==> config.mk <==
export PLATFORM = sky130hd
export DESIGN_NAME = mem_arb
export DESIGN_NICKNAME = d
export VERILOG_FILES = /design/src/rtl/mem_arb_pkg.sv /design/src/rtl/rr_pick2.sv /design/src/rtl/mem_arb.sv
export SDC_FILE = /design/constraint.sdc
export NUM_CORES = 1
export LEC_CHECK = 0
export BUFFER_PORTS_ARGS = -buffer_cell sky130_fd_sc_hd__buf_2
export CAP_MARGIN = 40
export CORE_UTILIZATION = 25
export CTS_CLUSTER_DIAMETER = 80
export DETAILED_ROUTE_END_ITERATION = 8
export PLACE_DENSITY = 0.54
export RECOVER_POWER = 50
export SKIP_CTS_REPAIR_TIMING = 1
export SYNTH_ARGS = -nofsm -noshare
export SYNTH_HDL_FRONTEND = slang
export SYNTH_SLANG_ARGS = --single-unit
==> constraint.sdc <==
create_clock -name clk -period 3.65 [get_ports clk]
set_input_delay 0.73 -clock clk [delete_from_list [all_inputs] [get_ports clk]]
set_output_delay 0.73 -clock clk [all_outputs]
set_load 0.02 [all_outputs]
==> src/rtl/mem_arb_pkg.sv <==
// Shared types for the two-master memory-port arbiter.
// State encoding, master ids and the full byte-select mask.
package mem_arb_pkg;

  typedef enum logic [1:0] {
    S_IDLE    = 2'd0,
    S_BUSY_M0 = 2'd1,
    S_BUSY_M1 = 2'd2,
    S_DRAIN   = 2'd3
  } state_e;

  typedef enum logic {
    M0 = 1'b0,
    M1 = 1'b1
  } mst_e;

  localparam int SW_MAX = 16;
  localparam logic [SW_MAX-1:0] SEL_ALL = '1;

endpackage

==> src/rtl/rr_pick2.sv <==
// Two-way round-robin selector.
// On a tie the master that did not win last time is chosen.
module rr_pick2
  import mem_arb_pkg::*;
(
  input  logic r0_i,
  input  logic r1_i,
  input  mst_e last_i,
  output logic gnt_o,
  output mst_e id_o
);

  always_comb begin
    gnt_o = r0_i | r1_i;
    id_o  = M0;
    unique case (1'b1)
      (r0_i & r1_i):  id_o = (last_i == M0) ? M1 : M0;
      (r1_i & ~r0_i): id_o = M1;
      default:        id_o = M0;
    endcase
  end

endmodule

==> src/rtl/mem_arb.sv <==
// Fetch / load-store arbiter onto one memory port.
// One transaction in flight; flushed fetches are drained silently.
module mem_arb
  import mem_arb_pkg::*;
#(
  parameter int AW = 32,
  parameter int DW = 32
) (
  input  logic            clk,
  input  logic            rst,
  input  logic            flush,
  input  logic            m0_req_i,
  input  logic [AW-1:0]   m0_addr_i,
  output logic [DW-1:0]   m0_rdata_o,
  output logic            m0_ack_o,
  output logic            stallreq_if_o,
  input  logic            m1_req_i,
  input  logic            m1_we_i,
  input  logic [DW/8-1:0] m1_sel_i,
  input  logic [AW-1:0]   m1_addr_i,
  input  logic [DW-1:0]   m1_wdata_i,
  output logic [DW-1:0]   m1_rdata_o,
  output logic            m1_ack_o,
  output logic            stallreq_mem_o,
  output logic            s_cyc_o,
  output logic            s_stb_o,
  output logic            s_we_o,
  output logic [DW/8-1:0] s_sel_o,
  output logic [AW-1:0]   s_addr_o,
  output logic [DW-1:0]   s_wdata_o,
  input  logic [DW-1:0]   s_rdata_i,
  input  logic            s_ack_i
);

  state_e          state_q, state_d;
  mst_e            last_q, last_d;
  logic            stb_q, stb_d;
  logic            we_q, we_d;
  logic [DW/8-1:0] sel_q, sel_d;
  logic [AW-1:0]   addr_q, addr_d;
  logic [DW-1:0]   wdata_q, wdata_d;
  logic            ack0_q, ack0_d;
  logic            ack1_q, ack1_d;
  logic [DW-1:0]   rd0_q, rd0_d;
  logic [DW-1:0]   rd1_q, rd1_d;

  logic r0, r1, gnt;
  mst_e gid;

  // A master is invisible in the cycle it sees its ack.
  assign r0 = m0_req_i & ~flush & ~ack0_q;
  assign r1 = m1_req_i & ~ack1_q;

  rr_pick2 u_pick (
    .r0_i   (r0),
    .r1_i   (r1),
    .last_i (last_q),
    .gnt_o  (gnt),
    .id_o   (gid)
  );

  always_comb begin
    state_d = state_q;
    last_d  = last_q;
    stb_d   = stb_q;
    we_d    = we_q;
    sel_d   = sel_q;
    addr_d  = addr_q;
    wdata_d = wdata_q;
    ack0_d  = 1'b0;
    ack1_d  = 1'b0;
    rd0_d   = rd0_q;
    rd1_d   = rd1_q;
    unique case (state_q)
      S_IDLE: begin
        if (gnt) begin
          last_d = gid;
          stb_d  = 1'b1;
          if (gid == M1) begin
            state_d = S_BUSY_M1;
            we_d    = m1_we_i;
            sel_d   = m1_sel_i;
            addr_d  = m1_addr_i;
            wdata_d = m1_wdata_i;
          end else begin
            state_d = S_BUSY_M0;
            we_d    = 1'b0;
            sel_d   = SEL_ALL[DW/8-1:0];
            addr_d  = m0_addr_i;
            wdata_d = '0;
          end
        end
      end
      S_BUSY_M0: begin
        if (s_ack_i) begin
          stb_d   = 1'b0;
          state_d = S_IDLE;
          if (!flush) begin
            ack0_d = 1'b1;
            rd0_d  = s_rdata_i;
          end
        end else if (flush) begin
          state_d = S_DRAIN;
        end
      end
      S_BUSY_M1: begin
        if (s_ack_i) begin
          stb_d   = 1'b0;
          state_d = S_IDLE;
          ack1_d  = 1'b1;
          rd1_d   = s_rdata_i;
        end
      end
      S_DRAIN: begin
        if (s_ack_i) begin
          stb_d   = 1'b0;
          state_d = S_IDLE;
        end
      end
      default: state_d = S_IDLE;
    endcase
  end

  always_ff @(posedge clk or negedge rst) begin
    if (!rst) begin
      state_q <= S_IDLE;
      last_q  <= M0;
      stb_q   <= 1'b0;
      we_q    <= 1'b0;
      sel_q   <= '0;
      addr_q  <= '0;
      wdata_q <= '0;
      ack0_q  <= 1'b0;
      ack1_q  <= 1'b0;
      rd0_q   <= '0;
      rd1_q   <= '0;
    end else begin
      state_q <= state_d;
      last_q  <= last_d;
      stb_q   <= stb_d;
      we_q    <= we_d;
      sel_q   <= sel_d;
      addr_q  <= addr_d;
      wdata_q <= wdata_d;
      ack0_q  <= ack0_d;
      ack1_q  <= ack1_d;
      rd0_q   <= rd0_d;
      rd1_q   <= rd1_d;
    end
  end

  assign s_cyc_o    = stb_q;
  assign s_stb_o    = stb_q;
  assign s_we_o     = we_q;
  assign s_sel_o    = sel_q;
  assign s_addr_o   = addr_q;
  assign s_wdata_o  = wdata_q;
  assign m0_ack_o   = ack0_q;
  assign m1_ack_o   = ack1_q;
  assign m0_rdata_o = rd0_q;
  assign m1_rdata_o = rd1_q;

  // Gated by reset so every output reads zero while held in reset.
  assign stallreq_if_o  = rst & m0_req_i & ~ack0_q & ~flush;
  assign stallreq_mem_o = rst & m1_req_i & ~ack1_q;

endmodule

==> metrics list <==
* Root cell of the clock tree: sky130_fd_sc_hd__clkbuf_16
* Worst setup SP type: register
* Final Core Density: 36.2%
* CP arrival: 3.08 ns
- Number of iterations in the first detailed-routing pass: 4
- The tree built by TritonCTS fans out to 139 sinks.
- Endpoint of the worst-slack reg-to-reg timing path: m0_rdata_o[8]
- The analysis attributes to net switching a power of 2.90 mW.
* Number of antenna diodes: 0
- Clock skew on the completed layout was measured at 0.0107 ns.
- Dominant synthesized flop cell: sky130_fd_sc_hd__dfrtp_1
* Number of nets with antenna violations after routing: 0
- Global-route wire length before repair: 22100 microns
- Floorplan die height: 149 microns
* Relative contribution of sequential cells to total power: 35.3%
- Along the worst path, the maximum fanout reaches 33.
* Static leakage: between 3 and 4 nW
- Worst IR Drop VDD: 0.414 mV
- The congestion estimate from routability-driven global placement came to roughly 0.74.
- Setup repair after global routing missed its margin: false
- Number of primary I/O pins: ~280
- Quantity of I/O buffers inserted on ports: about 280
- The clock passes through at most 2 buffers.
* Pin count of the biggest net entering global routing: 100
- TritonCTS built the clock tree.
- Sequential elements use between 60 and 70% of the synthesized area.
* Setup WS post-layout: 0.851 ns
- Ordered cell list for the critical path: inv_1 > nor4b_4 > clkbuf_1 > mux2_2
- Pre-CTS setup slack: 1.10 ns
- Number of enable-type register cells in the synthesized netlist: 0
- Total congestion overflow after global routing: 0
- The smallest clock period supported by the final layout is computed as 2.80 ns.
* Achievable Freq: 0.357 GHz
* Post-synthesis net count: 522
- Number of fillers in the final layout: 2131
- H-tree Lvls: 4
- Summed negative setup slack over all endpoints: 0 ns
* Reg2Reg Launch Point: state_q[0]
- Area inside the core boundary: 0.0212 sq mm
- DR vias: 4064
- In the final routed layout, each cell accounts on average for ~15 microns.
- Flop-to-flop setup slack: 0.85 ns
- Slowest cell on the critical path: sky130_fd_sc_hd__clkbuf_1
- The die is 149 microns wide.
- Run status: complete, but fails checks
* Count of endpoints failing hold in the final timing report: 0
- Clock network fraction of design power: 23.8%
- Fraction of registers with async set or reset after synthesis: 100%
- Ratio of routed vias to standard cells: between 4 and 5
- In this run the tightest slew margin relative to its limit is -34.1%.
- The die covers 0.0222 sq mm.
* Count of unique library cells instantiated by Yosys: 25
- Num CTS Buffers: 17
* Drt total wl: 14600 microns
- After detailed routing, the number of remaining DRC violations is 0.
- Clock Latency Late Sink: 0.41 ns
- Number of cells in the design after placement: 918
- During synthesis, Yosys emitted a total of 0 warnings.
- For this run, the number of standard cells in the final layout without fillers is between 900 and 1000.
- Registers take between 0.003 and 0.004 sq mm.
- Cell Area, Synth: 0.00541 sq mm
* Delay contributed by the slowest stage of the critical path: 1.46 ns
- Setup violations remaining at the end of the flow were counted as 0.
- After the last flow step, the layout net total stands at roughly 800.
- Data on the critical path is required at its endpoint by slightly below 4 ns.
- Area growth from synthesis to final layout: 41.4%
- Worst hold margin: 0.227 ns
* Class of the most critical setup path: register to register
* GR Util All Layers: 13.1%
* Flops & latches, synth: 139
- R2r worst-path depth: 4
* Initial cell density of the core: 25.6%
- For the pin with the worst max-slew slack, the measured transition is slightly above 2 ns.
* Initial antenna violation count: 0
- The internal power of the cells totals 4.54 mW.
- In the finished design, the share of the clock period the worst path needs comes to 76.7%.
- Instance count of the mapped netlist: 383
* Syn avg cell area: 14.1 sq um
- The checks that failed: max-capacitance violations, max-slew violations.
* Number of global-route vias before repair: 4156
- Iteration-0 DRC Markers: slightly below 100
- Ratio of total power to cell area: 972 mW/mm^2
* Max Cap Violations: 2
* Placed wire-length estimate: 10400 microns
* Switching power as a share of total power: 39.0%
* Std cell rows: 53
* Area taken by multi-input logic gates: around 0.0018 sq mm
- Clock-pin slew was measured on the worst setup and hold paths at 0.06 ns.
- Part of the total power dissipated in combinational logic: 40.9%
- The number of slew-limit violations in the final report came to 68.
- Of the cells placed in the final design, the portion with a size suffix greater than 1 is 50.9%.
- The path class of the tightest hold or removal check is primary input to asynchronous set/reset pin.
- The worst setup path is captured at a register.
-- cell usage after synthesis (2+ instances only) --
cell type                  number  share of area [%]
sky130_fd_sc_hd__dfrtp_1      139                 64
sky130_fd_sc_hd__mux2_2        58                 12
sky130_fd_sc_hd__nand2_1       37                2.6
sky130_fd_sc_hd__o21ai_0       34                3.1
sky130_fd_sc_hd__a22o_1        33                5.3
sky130_fd_sc_hd__mux2i_1       32                5.9
sky130_fd_sc_hd__clkbuf_1      10               0.69
sky130_fd_sc_hd__buf_2          6               0.55
sky130_fd_sc_hd__mux2_1         6                1.2
sky130_fd_sc_hd__buf_4          5               0.69
sky130_fd_sc_hd__buf_6          4               0.83
sky130_fd_sc_hd__o22a_1         4               0.65
sky130_fd_sc_hd__and2_1         2               0.23
sky130_fd_sc_hd__inv_1          2               0.14
-- cells by family after synthesis --
group | share of synthesized area [%]
flops | 64.2
mux | 19.2
compound gates | 9.71
simple gates | 3.91
buf+inv | 2.91
-- cell type report --
class,instances,share of cell area [%]
clock buffer,18,5.74
clock inverter,13,2.17
inverter,2,0.0980
multi-input combinational,217,23.4
sequential,139,45.4
tap,275,4.49
timing repair buffer,285,18.6
-- routing by layer --
| metal | GRT usage [%] | part of all wire, % |
|---|---|---|
| met3 | 5.75 | 8.8 |
| met4 | 3.21 | 0.65 |
| met2 | 23.0 | 49 |
| met5 | 0 | 0 |
| met1 | 14.5 | 41 |
-- critical path, delay by kind of cell, from the launching register on --
kind | cells | cell delay, ns
mux | 1 | 0.46
buf+inv | 2 | 1.57
simple gates | 1 | 0.24
flops | 1 | 0.38
-- metrics by stage --
step | total power, mW | cell area, sq um
after floorplan | 4.64 | 5410
after global placement | 5.76 | 7110
after detailed placement | 5.80 | 7110
after CTS | 7.63 | 7720
after global routing | 7.92 | 7660
final | 7.44 | 7660
-- power groups by stage --
| stage | logic (mW) | registers (mW) | clock network [mW] |
|---|---|---|---|
| 3_3_place_gp | 3.13 | 2.63 | 0 |
| 3_5_place_dp | 3.14 | 2.65 | 0 |
| 6_report | 3.05 | 2.63 | 1.77 |
| 5_1_grt | 3.29 | 2.73 | 1.91 |
| 2_1_floorplan | 1.11 | 3.53 | 0 |
| 4_1_cts | 3.15 | 2.64 | 1.84 |
-- flip-flops by register name (all words and copies together) (netlist names) --
signal      count
m0_rdata_o     32
m1_rdata_o     32
s_addr_o       32
s_wdata_o      32
s_sel_o         4
state_q         2
last_q          1
m0_ack_o        1
m1_ack_o        1
s_cyc_o         1
s_we_o          1
-- worst max path at each step --
stage          startpoint            end  slack [ns]  cells past startpoint
2_1_floorplan       flush  stallreq_if_o        1.72                      2
3_3_place_gp     m1_req_i    s_addr_o[2]        1.20                      6
3_5_place_dp     m1_req_i    s_addr_o[2]        1.10                      6
4_1_cts             flush  stallreq_if_o        1.24                      4
5_1_grt        state_q[0]  m0_rdata_o[8]        0.61                      4
6_report       state_q[0]  m0_rdata_o[8]        0.85                      4
-- layout by cell type (no fill, tap or decap), drive strengths merged --
cell and instances:
inv 5, dfrtp 139, nand2 37, a21boi 1, mux2 64, clkinvlp 3, clkinv 4, a22o 33
o22ai 1, mux2i 32, buf 249, nor2b 1, and2 3, o21a 1, o22a 4, o21ai 35
bufinv 3, nor4b 1, nor2 1, nand3 1, nor3b 1, clkbuf 54, a21oi 1
(Power assumes the default switching activity.)
